## src/rtl/decoder_rr_arbiter_if.sv

```systemverilog
// rtl/decoder_rr_arbiter_if.sv - request/grant bundle between requesters and decoder_rr_arbiter
//   req          requester -> arbiter, one bit per requester, held for the whole tenure
//   gnt          arbiter -> requesters, one-hot grant, 0000 when no owner
//   gnt_address0 owner index bit 0 (holds last owner when not enabled)
//   gnt_address1 owner index bit 1 (holds last owner when not enabled)
//   gnt_enable   decoder enable, high only while a grant is held
//   busy         high while a tenure or its dead cycle is in progress
//   timeout      one-cycle pulse on a forced release
interface decoder_rr_arbiter_if;
    logic [3:0] req;
    logic [3:0] gnt;
    logic       gnt_address0;
    logic       gnt_address1;
    logic       gnt_enable;
    logic       busy;
    logic       timeout;

    modport master (
        output req,
        input  gnt, gnt_address0, gnt_address1, gnt_enable, busy, timeout
    );

    modport slave (
        input  req,
        output gnt, gnt_address0, gnt_address1, gnt_enable, busy, timeout
    );
endinterface

```

## src/rtl/decoder_rr_arbiter.sv

```systemverilog
// rtl/decoder_rr_arbiter.sv - 4-way round-robin arbiter driving a 2-to-4 decoder
//   clk      rising-edge clock
//   reset_n  asynchronous active-low reset; all outputs drop to 0 immediately
//   bus      decoder_rr_arbiter_if.slave: req in; gnt, gnt_address0/1, gnt_enable,
//            busy, timeout out
//   MAX_HOLD max consecutive GRANT cycles per owner (ARB_TIMEOUT_EN only), 2..31
//   CW       hold-counter width, 2**CW > MAX_HOLD
//   Macro ARB_TIMEOUT_EN enables the hold limit; without it tenure is unbounded
//   and timeout is tied 0.
module decoder_rr_arbiter #(
    parameter int MAX_HOLD = 16,
    parameter int CW       = 5
) (
    input  logic                 clk,
    input  logic                 reset_n,
    decoder_rr_arbiter_if.slave  bus
);

    typedef enum logic [1:0] {
        IDLE    = 2'b00,
        GRANT   = 2'b01,
        RELEASE = 2'b10
    } state_t;

    state_t     state;
    state_t     state_nxt;
    logic [1:0] owner;
    logic [1:0] ptr;
    logic [1:0] pick;
    logic [1:0] idx;
    logic       found;
    logic [3:0] eff_req;
    logic       force_release;
    logic       timeout_q;

    // Rotating priority scan: first eligible requester starting at ptr.
    always_comb begin
        pick  = ptr;
        idx   = '0;
        found = 1'b0;
        for (int k = 0; k < 4; k++) begin
            idx = ptr + 2'(k);
            if (!found && eff_req[idx]) begin
                pick  = idx;
                found = 1'b1;
            end
        end
    end

    always_ff @(posedge clk or negedge reset_n) begin
        if (!reset_n) begin
            state <= IDLE;
            owner <= 2'd0;
            ptr   <= 2'd0;
        end else begin
            state <= state_nxt;
            if (state == IDLE && state_nxt == GRANT)
                owner <= pick;
            // The releasing owner drops to lowest priority for the next round.
            if (state == GRANT && state_nxt == RELEASE)
                ptr <= owner + 2'd1;
        end
    end

    always_comb begin
        state_nxt = IDLE;
        case (state)
            IDLE:    state_nxt = found ? GRANT : IDLE;
            GRANT:   state_nxt = (!bus.req[owner] || force_release) ? RELEASE : GRANT;
            RELEASE: state_nxt = IDLE;
            default: state_nxt = IDLE;
        endcase
    end

    // Outputs decode only from registered state/owner, so address, enable and
    // one-hot grant always change together and clear with the async reset.
    always_comb begin
        bus.gnt_enable   = (state == GRANT);
        bus.gnt          = (state == GRANT) ? (4'b0001 << owner) : 4'b0000;
        bus.gnt_address0 = owner[0];
        bus.gnt_address1 = owner[1];
        bus.busy         = (state == GRANT) || (state == RELEASE);
        bus.timeout      = timeout_q;
    end

`ifdef ARB_TIMEOUT_EN
    logic [CW-1:0] hold_cnt;
    logic [3:0]    blocked;

    // hold_cnt counts completed GRANT cycles, so the limit edge is the one
    // ending the MAX_HOLD-th cycle. A voluntary drop on that edge wins.
    assign force_release = (state == GRANT) && bus.req[owner] &&
                           (hold_cnt == CW'(MAX_HOLD - 1));

    // A timed-out owner stays ineligible until it lowers its request.
    assign eff_req = bus.req & ~blocked;

    always_ff @(posedge clk or negedge reset_n) begin
        if (!reset_n) begin
            hold_cnt  <= '0;
            blocked   <= 4'b0000;
            timeout_q <= 1'b0;
        end else begin
            hold_cnt  <= (state == GRANT) ? hold_cnt + CW'(1) : '0;
            timeout_q <= force_release;
            blocked   <= (blocked | (force_release ? (4'b0001 << owner) : 4'b0000)) & bus.req;
        end
    end
`else
    logic unused_cfg;

    assign force_release = 1'b0;
    assign eff_req       = bus.req;
    assign timeout_q     = 1'b0;
    assign unused_cfg    = ^CW'(MAX_HOLD);
`endif

endmodule

```

## src/flat_wrapper.sv

```systemverilog
// flat-port wrapper written by rule: the top's interface ports become plain ports
module decoder_rr_arbiter_flat 
#(
    parameter int MAX_HOLD = 16,
    parameter int CW       = 5
)
  (clk, reset_n, bus_req, bus_gnt, bus_gnt_address0, bus_gnt_address1, bus_gnt_enable, bus_busy, bus_timeout);
  decoder_rr_arbiter_if bus_i ();
  input  logic clk;
  input  logic reset_n;
  input wire logic [$bits(bus_i.req)-1:0] bus_req;
  output wire logic [$bits(bus_i.gnt)-1:0] bus_gnt;
  output wire logic [$bits(bus_i.gnt_address0)-1:0] bus_gnt_address0;
  output wire logic [$bits(bus_i.gnt_address1)-1:0] bus_gnt_address1;
  output wire logic [$bits(bus_i.gnt_enable)-1:0] bus_gnt_enable;
  output wire logic [$bits(bus_i.busy)-1:0] bus_busy;
  output wire logic [$bits(bus_i.timeout)-1:0] bus_timeout;
  assign bus_i.req = bus_req;
  assign bus_gnt = bus_i.gnt;
  assign bus_gnt_address0 = bus_i.gnt_address0;
  assign bus_gnt_address1 = bus_i.gnt_address1;
  assign bus_gnt_enable = bus_i.gnt_enable;
  assign bus_busy = bus_i.busy;
  assign bus_timeout = bus_i.timeout;
  decoder_rr_arbiter #(.MAX_HOLD(MAX_HOLD), .CW(CW)) u_core (.clk(clk), .reset_n(reset_n), .bus(bus_i));
endmodule
```

## config.mk

```make
export PLATFORM = sky130hd
export DESIGN_NAME = decoder_rr_arbiter_flat
export DESIGN_NICKNAME = d
export VERILOG_FILES = /design/src/rtl/decoder_rr_arbiter_if.sv /design/src/rtl/decoder_rr_arbiter.sv /design/src/flat_wrapper.sv
export SDC_FILE = /design/constraint.sdc
export NUM_CORES = 1
export LEC_CHECK = 0
export ABC_CLOCK_PERIOD_IN_PS = 1900
export CELL_PAD_IN_SITES_DETAIL_PLACEMENT = 1
export CELL_PAD_IN_SITES_GLOBAL_PLACEMENT = 2
export CORE_UTILIZATION = 27
export CTS_BUF_LIST = sky130_fd_sc_hd__clkbuf_8
export DETAILED_ROUTE_END_ITERATION = 10
export PLACE_DENSITY = 0.89
export SYNTH_ARGS = -nofsm -noshare
export SYNTH_HDL_FRONTEND = slang
export SYNTH_SLANG_ARGS = --single-unit
export TNS_END_PERCENT = 20
```

## constraint.sdc

```tcl
create_clock -name clk -period 1.9 [get_ports clk]
set_clock_uncertainty 0.05 [all_clocks]
set_input_delay 0.19 -clock clk [delete_from_list [all_inputs] [get_ports clk]]
set_output_delay 0.19 -clock clk [all_outputs]
set_load 0.03 [all_outputs]
```

==> tab_implementation.tex, run 1 <==
\begin{tabular}{lr}
\hline
Metric & Value \\
\hline
\multicolumn{2}{l}{\textbf{Routing}} \\
\quad Antenna Violating Nets Remaining & 0 \\
\quad Via density & 4.38 \\
\quad Total routed wirelength & 1220 µm \\
\quad Vias post-DR & 438 \\
\quad Initial detailed-routing violation count & 2 \\
\quad Remaining design rule violation count & 0 \\
\quad Wire length per cell & 12.2 µm \\
\quad Pre-Repair DR Iteration Count & 3 \\
\multicolumn{2}{l}{\textbf{Clock tree}} \\
\quad CTS Root Cell & sky130\_fd\_sc\_hd\_\_clkbuf\_8 \\
\quad CTS tree & built \\
\quad Clock latency on the worst-skew pair & 220 ps \\
\quad Setup bufs post-CTS & 0 \\
\quad Maximum clock insertion buffer count & 2 \\
\quad Count of hold-fix buffers inserted at cts & 0 \\
\quad H-tree depth & 1 \\
\quad Number of buffers added by the clock tree synthesis step & 3 \\
\quad Number of sinks on the clock net & 6 \\
\quad Clock edge transition at the registers on the reported setup and hold paths & 40 ps \\
\multicolumn{2}{l}{\textbf{Yosys}} \\
\quad Yosys warnings & 0 \\
\quad Synthesized-area fraction occupied by xor and xnor cells & 0 \\
\quad Syn Nets & 67 \\
\quad Post-synthesis adder-cell area fraction & 0.151 \\
\quad Seq/Total Area, Yosys & 0.302 \\
\quad Area share of the largest cell type after synthesis & 0.302 \\
\quad Post-synthesis share of cell area spent on and, or, nand and nor gates & 0.168 \\
\quad Multiplexer share of the synthesized area & 0.166 \\
\quad Yosys cell types & 21 \\
\quad Mean post-synth cell area & about 9.1 µm² \\
\quad Area contributors post-synth & sky130\_fd\_sc\_hd\_\_dfrtp\_1, sky130\_fd\_sc\_hd\_\_ha\_1, sky130\_fd\_sc\_hd\_\_mux2i\_1 \\
\quad Gate count of the mapped netlist & between 50 and 60 \\
\quad Combinational family with the most area after synthesis & simple AND/OR/NAND/NOR gates \\
\quad Post-synthesis compound-gate area fraction & 0.138 \\
\quad Cell area after synthesis & about 500 µm² \\
\quad Biggest area consumer among synthesized cells & sky130\_fd\_sc\_hd\_\_dfrtp\_1 \\
\quad Flip-flop and latch count after synthesis & 6 \\
\multicolumn{2}{l}{\textbf{Floorplan}} \\
\quad Cell row count & 15 \\
\quad Core Box Area & 0.00173 mm² \\
\quad Die Outline Area & 0.00202 mm² \\
\quad Ports placed on the boundary & 15 \\
\quad Effective utilization at floorplan & 0.288 \\
\quad Overall die width & 44.9 µm \\
\quad Die height & 44.9 µm \\
\multicolumn{2}{l}{\textbf{Flow run}} \\
\quad Number of violations of the max-capacitance limit & 0 \\
\multicolumn{2}{l}{\textbf{Setup path}} \\
\quad Crit path kind & flip-flop to output pin \\
\quad List of cells traversed by the critical path & inv\_1 > ha\_1 > clkdlybuf4s50\_1 \\
\quad Largest incremental delay on the critical path & roughly 660 ps \\
\quad Count of buffer and inverter cells on the critical path & 2 \\
\quad Crit path max fanout & 2 \\
\quad Critical path data arrival time & 1550 ps \\
\quad Crit path max-delay cell type & sky130\_fd\_sc\_hd\_\_clkdlybuf4s50\_1 \\
\quad Startpoint Class & flip-flop \\
\quad Top cell family by delay on the critical path & buffers and inverters \\
\quad Kind of capture point of the worst setup path & output pin \\
\quad Data required time at the worst endpoint & 1660 ps \\
\multicolumn{2}{l}{\textbf{Layout}} \\
\quad Final instance area & about 730 µm² \\
\quad Share of post-route cells with drive strength above 1 & 0.187 \\
\quad Multi-input gate area & 317 µm² \\
\quad Synthesis-to-finish area growth & 46.7\% \\
\quad Post-layout nets & 89 \\
\quad Diodes inserted & 0 \\
\quad Fill count & 227 \\
\quad Footprint of the flip-flops and latches & 150 µm² \\
\quad Non-filler cells, final & 100 \\
\multicolumn{2}{l}{\textbf{Global route}} \\
\quad Antenna violations before repair & 0 \\
\quad Pin count of the biggest net entering global routing & 8 \\
\quad Wire length of the first global-routing pass & 2210 µm \\
\quad Total Routing Usage GR & 0.155 \\
\quad GR met3 Demand/Resource & 0.0520 \\
\quad Via count of the first global-routing pass & 480 \\
\quad GR Util met1 & 0.206 \\
\quad Global routing's busiest layer & met2 \\
\quad Grt ovf & 0 \\
\quad Met2 GRT Util & 0.243 \\
\multicolumn{2}{l}{\textbf{Timing}} \\
\quad Unrepaired setup endpoints after global routing & no \\
\quad Fraction of the cycle the final worst path needs & 0.942 \\
\quad Hold Fails Final Rpt & 0 \\
\quad Sum of negative setup slack & 0 ps \\
\quad Shortest period the worst path allows & between 1500 and 2000 ps \\
\quad Fmax & 559 MHz \\
\quad Final worst slack & 111 ps \\
\quad Fin. max-slew vios & 0 \\
\quad Final number of setup-violating endpoints & 0 \\
\multicolumn{2}{l}{\textbf{Power}} \\
\quad Power Total & about 1300 µW \\
\quad Share of total power in sequential cells & 0.225 \\
\quad Switching Fraction & 0.453 \\
\quad Worst vdd ir & 0.722 mV \\
\quad NetSw & 567 µW \\
\quad Ratio of total power to cell area & 1710 mW/mm² \\
\quad Clock power share & 0.149 \\
\quad Combinational Power Share & 0.626 \\
\quad Internal cell power & approximately 700 µW \\
\quad Leak pwr & 0.000374 µW \\
\multicolumn{2}{l}{\textbf{Placed design}} \\
\quad Worst slack, placed & about 50 ps \\
\quad Placer's final routability congestion estimate & 0.726 \\
\quad Hpwl dp & 996 µm \\
\quad Post-Place Cell Area & 689 µm² \\
\quad Port Buf Inserts & 13 \\
\quad Number of placed instances, taps included & 97 \\
\multicolumn{2}{l}{\textbf{Min path}} \\
\quad Class of the worst hold path & input pin to asynchronous set/reset pin \\
\multicolumn{2}{l}{\textbf{Run status}} \\
\quad Status & finished clean \\
\hline
\end{tabular}
## registers in the layout, summed over array words and instances (netlist names)
name / flops
u_core.ptr: 2
u_core.owner: 2
u_core.state: 2
## area by class of cell
class	instances	share of cell area
repair buffers	18	0.226
multi-input cells	41	0.433
well taps	25	0.0428
clock buffers	3	0.0565
inverters	7	0.0360
flip-flops and latches	6	0.205
## metrics by stage
| stage | hold slack, ps | utilization |
|---|---|---|
| 6_report | 167 | 0.423 |
| 5_1_grt | 181 | 0.423 |
| 4_1_cts | 169 | 0.420 |
| 3_5_place_dp | 399 | 0.399 |
| 3_3_place_gp | 388 | 0.399 |
| 2_1_floorplan | -156 | - |
## what timing repair did
| action | in CTS | in global routing |
|---|---|---|
| endpoints found under the hold margin | 0 | 0 |
| resized for setup | 4 | 2 |
| setup endpoints to repair | 4 | 2 |
## cells in the final DEF, fill, tap and decap left out, drive strengths merged, types with 4 or more instances in the layout
master         n
and2           4
buf            5
clkdlybuf4s50  8
dfrtp          6
dlygate4sd2    4
ha             6
inv            7
mux2           4
nand2          5
o21ai          6
## worst paths after layout
path / from / cells past startpoint / endpoint / slack, ps
min reg2reg: u_core.ptr[0] / 2 / u_core.ptr[0] / 580
max in group asynchronous: reset_n / 1 / u_core.ptr[1] / 1420
max reg2reg: u_core.owner[0] / 4 / u_core.ptr[1] / 180
min: reset_n / 1 / u_core.state[0] / 170
max: u_core.state[0] / 3 / bus_busy / 110
min in group clk: u_core.ptr[0] / 2 / u_core.ptr[0] / 580
## cells in the mapped netlist
library cell	number
sky130_fd_sc_hd__a21o_1	1
sky130_fd_sc_hd__a21oi_1	2
sky130_fd_sc_hd__and2_1	4
sky130_fd_sc_hd__buf_4	1
sky130_fd_sc_hd__conb_1	1
sky130_fd_sc_hd__dfrtp_1	6
sky130_fd_sc_hd__ha_1	6
sky130_fd_sc_hd__inv_1	7
sky130_fd_sc_hd__mux2_2	2
sky130_fd_sc_hd__mux2_4	2
sky130_fd_sc_hd__mux2i_1	3
sky130_fd_sc_hd__nand2_1	5
sky130_fd_sc_hd__nand2b_1	1
sky130_fd_sc_hd__nor2_1	2
sky130_fd_sc_hd__nor2b_1	2
sky130_fd_sc_hd__o21ai_0	4
sky130_fd_sc_hd__o21ai_1	2
sky130_fd_sc_hd__o221ai_1	1
sky130_fd_sc_hd__o22ai_2	1
sky130_fd_sc_hd__or3_1	1
sky130_fd_sc_hd__or4_1	1
## per-layer routing
layer,wire length [µm],part of all wire
met1,597,0.49
met4,0,0
met3,33,0.027
met5,0,0
met2,584,0.48
## power by group through the flow
stage          Sequential [µW]  Clock, µW  Combinational (µW)
3_5_place_dp               280          0                 810
5_1_grt                    293        207                 866
3_3_place_gp               278          0                 790
2_1_floorplan              297          0                 494
6_report                   281        187                 782
4_1_cts                    280        192                 794
## logic make-up (layout without fill, tap and decap cells)
kind of cell    count (synthesis)  count (layout)
compound gates                 11              11
fa+ha+maj                       6               6
buf+inv                         8              28
flops                           6               6
mux                             7               7
other cells                     1               1
simple gates                   16              16
Note: power is estimated with default switching activity, not from simulation.
==> inputs of run 2 (changes only) <==
CORE_UTILIZATION = 36   (was 27)
DONT_BUFFER_PORTS = 1   (was not set)
PLACE_DENSITY = 0.88   (was 0.89)
==> tab_implementation.tex, run 2 (synthesis gave the netlist of run 1 again) <==
\begin{tabular}{lr}
\hline
Metric & Value \\
\hline
\multicolumn{2}{l}{\textbf{Power}} \\
\quad Leak pwr & 0.000293 µW \\
\quad Worst vdd ir & approximately 0.56 mV \\
\quad Ratio of total power to cell area & 1930 mW/mm² \\
\multicolumn{2}{l}{\textbf{Layout}} \\
\quad Post-layout nets & 75 \\
\quad Fill count & 159 \\
\quad Synthesis-to-finish area growth & 17.1\% \\
\quad Share of post-route cells with drive strength above 1 & 0.180 \\
\quad Leading cell type in the layout, fill and taps excluded & sky130\_fd\_sc\_hd\_\_inv\_1 \\
\quad Top library cells by usage in the layout, fill and taps aside & sky130\_fd\_sc\_hd\_\_inv\_1, sky130\_fd\_sc\_hd\_\_ha\_1, sky130\_fd\_sc\_hd\_\_dfrtp\_1, sky130\_fd\_sc\_hd\_\_nand2\_1 \\
\quad Non-filler cells, final & 76 \\
\quad Largest registers & u\_core.owner x2, u\_core.ptr x2, u\_core.state x2 \\
\quad Footprint of the flip-flops and latches & 150 µm² \\
\quad Diodes inserted & 0 \\
\quad Multi-input gate area & 314 µm² \\
\multicolumn{2}{l}{\textbf{Min path}} \\
\quad Hold depth & 3 \\
\quad Class of the worst hold path & input pin to flip-flop \\
\multicolumn{2}{l}{\textbf{Timing}} \\
\quad Fin. max-slew vios & 0 \\
\quad Shortest period the worst path allows & 1640 ps \\
\quad Final number of setup-violating endpoints & 0 \\
\quad Fmax & 609 MHz \\
\quad Unrepaired setup endpoints after global routing & no \\
\quad Final worst slack & 258 ps \\
\quad Sum of negative setup slack & 0 ps \\
\quad Fraction of the cycle the final worst path needs & 0.864 \\
\quad Hold\_ws & 200 ps \\
\quad Hold Fails Final Rpt & 0 \\
\multicolumn{2}{l}{\textbf{Flow run}} \\
\quad Number of violations of the max-capacitance limit & 0 \\
\multicolumn{2}{l}{\textbf{Global route}} \\
\quad Antenna violations before repair & 0 \\
\quad Via count of the first global-routing pass & 400 \\
\quad Total Routing Usage GR & 0.166 \\
\quad Pin count of the biggest net entering global routing & 9 \\
\quad Wire length of the first global-routing pass & about 1700 µm \\
\quad Grt ovf & 0 \\
\multicolumn{2}{l}{\textbf{Setup path}} \\
\quad Crit path max fanout & 5 \\
\quad Number of cells on the worst reg-to-reg path & 4 \\
\quad Startpoint Class & flip-flop \\
\quad Critical path data arrival time & between 1000 and 1500 ps \\
\quad Data required time at the worst endpoint & 1660 ps \\
\quad Crit path kind & flip-flop to output pin \\
\quad Kind of capture point of the worst setup path & output pin \\
\multicolumn{2}{l}{\textbf{Placed design}} \\
\quad Hpwl dp & between 800 and 900 µm \\
\quad Port Buf Inserts & 0 \\
\quad Placer's final routability congestion estimate & 0.737 \\
\quad Number of placed instances, taps included & 72 \\
\quad Worst slack, placed & 258 ps \\
\multicolumn{2}{l}{\textbf{Floorplan}} \\
\quad Core Box Area & 0.00130 mm² \\
\quad Overall die width & 39.2 µm \\
\quad Cell row count & 13 \\
\quad Die height & 39.2 µm \\
\quad Effective utilization at floorplan & 0.383 \\
\quad Die Outline Area & 0.00154 mm² \\
\quad Ports placed on the boundary & 15 \\
\multicolumn{2}{l}{\textbf{Routing}} \\
\quad Antenna Violating Nets Remaining & 0 \\
\quad Met1 routed wirelength after detailed routing & $\sim$530 µm \\
\quad Met3 WL post-DR & 52 µm \\
\quad Via density & 5.17 \\
\quad Top Metal Used & met3 \\
\quad Vias post-DR & just under 400 \\
\quad Met2 wirelength from detailed routing & 488 µm \\
\quad Pre-Repair DR Iteration Count & 4 \\
\quad Initial detailed-routing violation count & 2 \\
\quad Wire length per cell & around 14 µm \\
\quad Remaining design rule violation count & 0 \\
\quad Total routed wirelength & 1070 µm \\
\multicolumn{2}{l}{\textbf{Clock tree}} \\
\quad Clock edge transition at the registers on the reported setup and hold paths & 40 ps \\
\quad CTS Root Cell & sky130\_fd\_sc\_hd\_\_clkbuf\_8 \\
\quad CTS tree & built \\
\quad H-tree depth & 1 \\
\quad Number of buffers added by the clock tree synthesis step & 3 \\
\quad Number of sinks on the clock net & 6 \\
\quad Clock latency on the worst-skew pair & 220 ps \\
\quad Maximum clock insertion buffer count & 2 \\
\multicolumn{2}{l}{\textbf{Run status}} \\
\quad Status & finished clean \\
\hline
\end{tabular}
==> run 2: cell count changes in the layout (fill, tap and decap cells not counted), sizes merged <==
cell and change:
buf -2, dlygate4sd2 -4, dlymetal6s2s -1, clkdlybuf4s50 -8, dlygate4sd3 +1
==> run 2: timing repair <==
action,4_1_cts,5_1_grt
hold buffers,1,0
hold endpoints to repair,6,0
gates resized for setup,0,0
buffers inserted,0,0
==> run 2: per-stage QoR <==
step / util / total power, µW / area (µm²)
after floorplan: - / 791 / 498
after global placement: 0.409 / 929 / 532
after detailed placement: 0.409 / 935 / 532
after CTS: 0.448 / 1140 / 583
after global routing: 0.448 / 1210 / 583
final: 0.448 / 1120 / 583
==> run 2: power breakdown <==
group          internal, µW  total, µW  leakage (µW)  switching (µW)
Combinational           262        666      0.000200             404
Sequential              194        265     0.0000716            71.5
Clock                   136        193     0.0000216            56.8
==> run 2: worst paths after layout <==
| path | start | to | slack [ps] |
|---|---|---|---|
| hold reg to reg | u_core.ptr[0] | u_core.ptr[0] | 560 |
| max in group asynchronous | reset_n | u_core.ptr[0] | 1340 |
| hold / removal | bus_req[3] | u_core.state[0] | 200 |
| setup / recovery | u_core.state[1] | bus_gnt[3] | 260 |
| min in group asynchronous | reset_n | u_core.state[0] | 240 |
| setup reg to reg | u_core.owner[0] | u_core.ptr[1] | 270 |
==> run 2: layer usage <==
| metal | vias to the layer above | GRT usage |
|---|---|---|
| li1 | 197 | - |
| met4 | 0 | 0.0517 |
| met5 | - | 0 |
| met3 | 0 | 0.0578 |
| met1 | 184 | 0.214 |
| met2 | 12 | 0.254 |
==> run 2: final cells by class <==
| type | count | area share |
|---|---|---|
| repair buffers | 4 | 0.0558 |
| multi-input cells | 41 | 0.539 |
| well taps | 15 | 0.0322 |
| flip-flops and latches | 6 | 0.258 |
| clock buffers | 3 | 0.0708 |
| inverters | 7 | 0.0451 |
==> run 2: worst max-delay path, cell delays in order, from the launching register on <==
cell	delay [ps]
sky130_fd_sc_hd__dfrtp_1	350
sky130_fd_sc_hd__inv_1	70
sky130_fd_sc_hd__ha_1	230
sky130_fd_sc_hd__buf_4	210
sky130_fd_sc_hd__and2_1	320
